<file path="src/rtl/cdb_pkg.sv">
// rtl/cdb_pkg.sv - shared widths, types and helpers for the common-data-bus arbiter
// Purpose: one place for the result/tag widths and the per-FU holding entry layout.
// Ports: none (package).
`ifndef XLEN
`define XLEN 32
`endif
`ifndef ROB_TAG_LEN
`define ROB_TAG_LEN 6
`endif

package cdb_pkg;

    localparam int XLEN        = `XLEN;
    localparam int ROB_TAG_LEN = `ROB_TAG_LEN;

    // One buffered FU result waiting for its broadcast slot.
    typedef struct packed {
        logic                    valid;
        logic [`XLEN-1:0]        value;
        logic [`ROB_TAG_LEN-1:0] tag;
    } cdb_entry_t;

    // Broadcast qualifier driven toward the ROB.
    typedef struct packed {
        logic                    flag;
        logic [`ROB_TAG_LEN-1:0] tag;
    } cdb_sel_t;

    // Modulo-n increment with an explicit compare so non-power-of-2 counts wrap correctly.
    function automatic int unsigned rr_wrap_inc(input int unsigned idx, input int unsigned n);
        return (idx + 32'd1 >= n) ? 32'd0 : idx + 32'd1;
    endfunction

endpackage

</file>
<file path="src/rtl/rr_picker.sv">
// rtl/rr_picker.sv - combinational round-robin picker over a request vector
// Purpose: return the first requester found when scanning ptr, ptr+1, ... modulo N.
// Ports:
//   req       in  N  request per slot
//   ptr       in  W  slot with highest priority this cycle (must be < N)
//   gnt_valid out 1  at least one request present
//   gnt_idx   out W  index of the winning slot (0 when no request)
module rr_picker #(
    parameter int  N = 4,
    localparam int W = (N > 1) ? $clog2(N) : 1
) (
    input  logic [N-1:0] req,
    input  logic [W-1:0] ptr,
    output logic         gnt_valid,
    output logic [W-1:0] gnt_idx
);

    logic [31:0] idx;

    always_comb begin
        gnt_valid = 1'b0;
        gnt_idx   = '0;
        idx       = '0;
        // Scan from the farthest slot back toward ptr; the last hit is the nearest requester.
        for (int k = N - 1; k >= 0; k--) begin
            idx = 32'(ptr) + 32'(k);
            if (idx >= 32'(N)) begin
                idx = idx - 32'(N);
            end
            if (req[idx[W-1:0]]) begin
                gnt_valid = 1'b1;
                gnt_idx   = idx[W-1:0];
            end
        end
    end

endmodule

</file>
<file path="src/rtl/cdb_arbiter.sv">
// rtl/cdb_arbiter.sv - per-FU result buffering and round-robin CDB broadcast select
// Purpose: hold one completed result per FU, pick one per cycle by round-robin, back-pressure FUs.
// Ports:
//   clk, rst_n     clock, synchronous active-low reset
//   fu_valid/fu_value/fu_rob_tag/fu_ready   per-FU result handshake
//   flush          drop all buffered results, no broadcast this cycle
//   cdb_stall      ROB cannot accept a broadcast this cycle
//   select_flag/select_signal/rob_tag       broadcast qualifier and index
//   out_values     buffered value per FU for the downstream CDB mux
module cdb_arbiter
    import cdb_pkg::*;
#(
    parameter int  FU_NUM = 4,
    localparam int SEL_W  = $clog2(FU_NUM)
) (
    input  logic                              clk,
    input  logic                              rst_n,
    input  logic [FU_NUM-1:0]                 fu_valid,
    input  logic [FU_NUM-1:0][XLEN-1:0]       fu_value,
    input  logic [FU_NUM-1:0][ROB_TAG_LEN-1:0] fu_rob_tag,
    output logic [FU_NUM-1:0]                 fu_ready,
    input  logic                              flush,
    input  logic                              cdb_stall,
    output logic                              select_flag,
    output logic [SEL_W-1:0]                  select_signal,
    output logic [ROB_TAG_LEN-1:0]            rob_tag,
    output logic [FU_NUM-1:0][XLEN-1:0]       out_values
);

    cdb_entry_t        hold [FU_NUM];
    logic [SEL_W-1:0]  rr_ptr;
    logic [FU_NUM-1:0] hv;
    logic [FU_NUM-1:0] gnt_onehot;
    logic              pick_valid;
    logic [SEL_W-1:0]  pick_idx;
    logic              grant;
    cdb_sel_t          bcast;

    always_comb begin
        for (int i = 0; i < FU_NUM; i++) begin
            hv[i]         = hold[i].valid;
            out_values[i] = hold[i].value;
        end
    end

    rr_picker #(.N(FU_NUM)) u_picker (
        .req       (hv),
        .ptr       (rr_ptr),
        .gnt_valid (pick_valid),
        .gnt_idx   (pick_idx)
    );

    // Stall and flush only mask the grant; the pick itself comes from registered state.
    assign grant = pick_valid & ~cdb_stall & ~flush;

    always_comb begin
        gnt_onehot = '0;
        if (grant) begin
            gnt_onehot[pick_idx] = 1'b1;
        end
    end

    // A slot being granted can take its next result on the same edge it drains.
    assign fu_ready = ~{FU_NUM{flush}} & (~hv | gnt_onehot);

    always_comb begin
        bcast.flag = grant;
        bcast.tag  = grant ? hold[pick_idx].tag : '0;
    end

    assign select_flag   = bcast.flag;
    assign rob_tag       = bcast.tag;
    assign select_signal = grant ? pick_idx : '0;

    always_ff @(posedge clk) begin
        if (!rst_n) begin
            for (int i = 0; i < FU_NUM; i++) begin
                hold[i] <= '0;
            end
            rr_ptr <= '0;
        end else begin
            for (int i = 0; i < FU_NUM; i++) begin
                if (flush) begin
                    hold[i].valid <= 1'b0;
                end else if (fu_valid[i] && fu_ready[i]) begin
                    hold[i].valid <= 1'b1;
                    hold[i].value <= fu_value[i];
                    hold[i].tag   <= fu_rob_tag[i];
                end else if (gnt_onehot[i]) begin
                    hold[i].valid <= 1'b0;
                end
            end
            if (grant) begin
                rr_ptr <= SEL_W'(rr_wrap_inc(32'(pick_idx), FU_NUM));
            end
        end
    end

    a_sel_holds_entry: assert property (@(posedge clk) disable iff (!rst_n)
        select_flag |-> hv[select_signal]);

endmodule

</file>
<file path="config.mk">
export PLATFORM = sky130hd
export DESIGN_NAME = cdb_arbiter
export DESIGN_NICKNAME = d
export VERILOG_FILES = /design/src/rtl/cdb_pkg.sv /design/src/rtl/rr_picker.sv /design/src/rtl/cdb_arbiter.sv
export SDC_FILE = /design/constraint.sdc
export NUM_CORES = 1
export LEC_CHECK = 0
export BUFFER_PORTS_ARGS = -buffer_cell sky130_fd_sc_hd__buf_4
export CAP_MARGIN = 10
export CORE_MARGIN = 10
export CORE_UTILIZATION = 25
export CTS_BUF_LIST = sky130_fd_sc_hd__clkbuf_16
export DETAILED_ROUTE_END_ITERATION = 8
export SETUP_SLACK_MARGIN = 0.4
export SKIP_CTS_REPAIR_TIMING = 1
export SLEW_MARGIN = 30
export SYNTH_ARGS = -nofsm -noshare
export SYNTH_HDL_FRONTEND = slang
export SYNTH_SLANG_ARGS = --single-unit
export TNS_END_PERCENT = 5
</file>
<file path="constraint.sdc">
create_clock -name clk -period 5.5 [get_ports clk]
set_input_delay 0 -clock clk [delete_from_list [all_inputs] [get_ports clk]]
set_output_delay 0 -clock clk [all_outputs]
set_load 0.05 [all_outputs]
</file>
==> key figures <==
Global route
  – Congestion Overflow GR: 0
  – First-pass GRT wire length: 31,200 um
  – Largest net degree at the start of global routing: 70
  – GRT Total Usage: 11.4%
  – Initial antenna violation count: 3
  – Vias in the first global route: 5,021

Floorplanning
  – Initial Util: 25.2%
  – Rows: 63
  – Die Span X: 192 um
  – Die Ht: 192 um
  – Ports: 301
  – Die Area: 37,000 um2
  – CORE AREA: 29,500 um2

Placed design
  – Inst Count DP: 1,160
  – # port buffers: 300
  – RD Place Congestion: 0.760
  – Placed cell area: 9180 um2
  – Dpl hpwl: 16,300 um

Setup path
  – Arr. time, crit path: 3240 ps
  – Worst Path Max Fanout: 39
  – Crit end category: register
  – CP Data Required Time: 5790 ps
  – CP Launch Type: register
  – Critical path class: reg -> reg

Run
  – Max Cap Viol: 0

Detailed routing
  – First drt pass iteration count: 5
  – Final WL: 23,600 um
  – Initial DRC Count: 299
  – Post-DRT Antenna Nets: 0
  – Wire per inst: 17.5 um
  – Vias: 5,432
  – Drt drc: 0
  – Routed vias/inst: 4.02

Synthesis
  – Syn_nets: 783
  – Syn avg cell area: 11.9 um2
  – Syn Inst Count: 622
  – Syn Std Cell Area: 7420 um2
  – Syn. warnings: 0
  – Synth cell types: 31
  – Ys async rst share: 0%
  – Seq cells post-synth: 158
  – Register area share after synthesis: 63.7%
  – Ys flop type: edfxtp_1
  – Post-synth EDFFs: 156

Clock network
  – CTS Buf Count: 17
  – Worst-skew pair later-pin latency: 430 ps
  – Sinks on Clock Net: 158
  – Reg clk slew, reported paths: 70 ps
  – CTS root buf: clkbuf_16
  – CTS Buffer Depth: 2
  – H-tree levels: 4
  – CTS tree: done

Pwr
  – VDD IR max: 0.176 mV
  – Pwr per Cell Area: 307 nW/um2
  – P_leak: 0.00494 uW

Hold path
  – Worst hold path type: in -> reg

Timing
  – Worst slew margin: 53.7%
  – RSZ-0062 raised after global routing: false
  – Tcrit/Tclk final: 53.6%
  – Final min period: 2950 ps
  – Slew Viols, Final: 0
  – Highest clock rate: 339 MHz
  – Final setup violation count: 0
  – Hold slack: 22.8 ps
  – Slew of the pin with the lowest slew margin: 695 ps
  – Clock Skew: 11.9 ps
  – Final hold viol count: 0
  – Fin Setup TNS: 0 ps

Final layout
  – Final Cell Area: 11,300 um2
  – Most common cell after layout, fill and taps aside: buf_4
  – Net count, final: 1,105
  – Layout Cells excl Fill: 1,350
  – Share of cells above drive strength 1: 36.7%
  – Most frequent cells in the layout: 306 x buf_4, 156 x edfxtp_1, 155 x dlygate4sd3_1
  – Post-layout util: 38.5%
  – Area delta synth->final: 53.0%

Run status
  – Status: finished, final reports clean
-- kinds of logic after synthesis --
group           synth area share [%]
simple gates                    16.0
buf+inv                         15.4
flops                           63.7
compound gates                  2.97
mux                             1.75
fa+ha+maj                      0.169
-- worst paths after layout --
path	start	to	slack, ps	cells after the start
worst max register to register	hold[1][38]$_SDFFCE_PP0P_	hold[3][4]$_SDFFCE_PN0P_	2550	9
worst min register to register	rr_ptr[1]$_SDFFE_PN0P_	rr_ptr[1]$_SDFFE_PN0P_	630	2
worst min-delay path	fu_valid[3]	hold[3][38]$_SDFFCE_PP0P_	20	3
worst max-delay path	hold[1][38]$_SDFFCE_PP0P_	hold[3][4]$_SDFFCE_PN0P_	2550	9
-- cell usage after synthesis, types with 2 or more instances --
master	count	area [um2]
edfxtp_1	156	4680
buf_4	134	1010
nand2_1	83	312
nor2_1	82	308
and2_1	40	250
and3_1	39	244
clkbuf_1	17	63.8
mux2i_1	13	130
buf_2	8	40.0
o22ai_1	7	43.8
a21oi_1	6	30.0
inv_1	6	22.5
nor2b_1	6	37.5
o21ai_0	3	15.0
a41oi_2	2	32.5
dfxtp_1	2	40.0
inv_2	2	7.51
nand2b_1	2	12.5
nand3_1	2	10.0
-- where the power goes --
group,switching (uW),internal [uW]
Combinational,509,297
Clock,538,685
Sequential,32.1,1420
-- final cells by class --
cell class,count,area [um2]
Inverter,8,30.0
Antenna cell,3,7.51
Clock buffer,17,425
Clock inverter,15,176
Tap cell,390,488
Sequential cell,158,4720
Fill cell,2811,18100
Timing Repair Buffer,462,3880
Multi-Input combinational cell,297,1620
-- registers in the layout (all words and copies together) (netlist names) --
| register | count |
|---|---|
| hold | 156 |
| rr_ptr | 2 |
-- per-stage QoR --
step                      setup slack, ps  total power [uW]
after detailed placement             2330              2210
final                                2550              3490
after global placement               2300              2190
after floorplan                      1070              2010
after global routing                 2330              3640
after CTS                            2320              3460
-- layer usage --
| layer | vias up | share of wire (%) | global-route usage (%) | wire length [um] |
|---|---|---|---|---|
| met5 | - | 0.055 | 0 | 13 |
| met3 | 26 | 6.8 | 4.59 | 1610 |
| li1 | 2639 | - | - | - |
| met2 | 201 | 51 | 19.3 | 12100 |
| met4 | 2 | 2.2 | 4.32 | 527 |
| met1 | 2564 | 39 | 12.6 | 9290 |
-- worst max-delay path: stages, from the launching register on --
cell and delay, ps:
edfxtp_1 480, nand2b_1 220, a21oi_1 220, o32ai_4 150
inv_2 390, ha_1 230, nand2_1 60, a21oi_1 240
and3_2 580, and2_1 220
No activity file was read; power rests on OpenSTA's default activity.
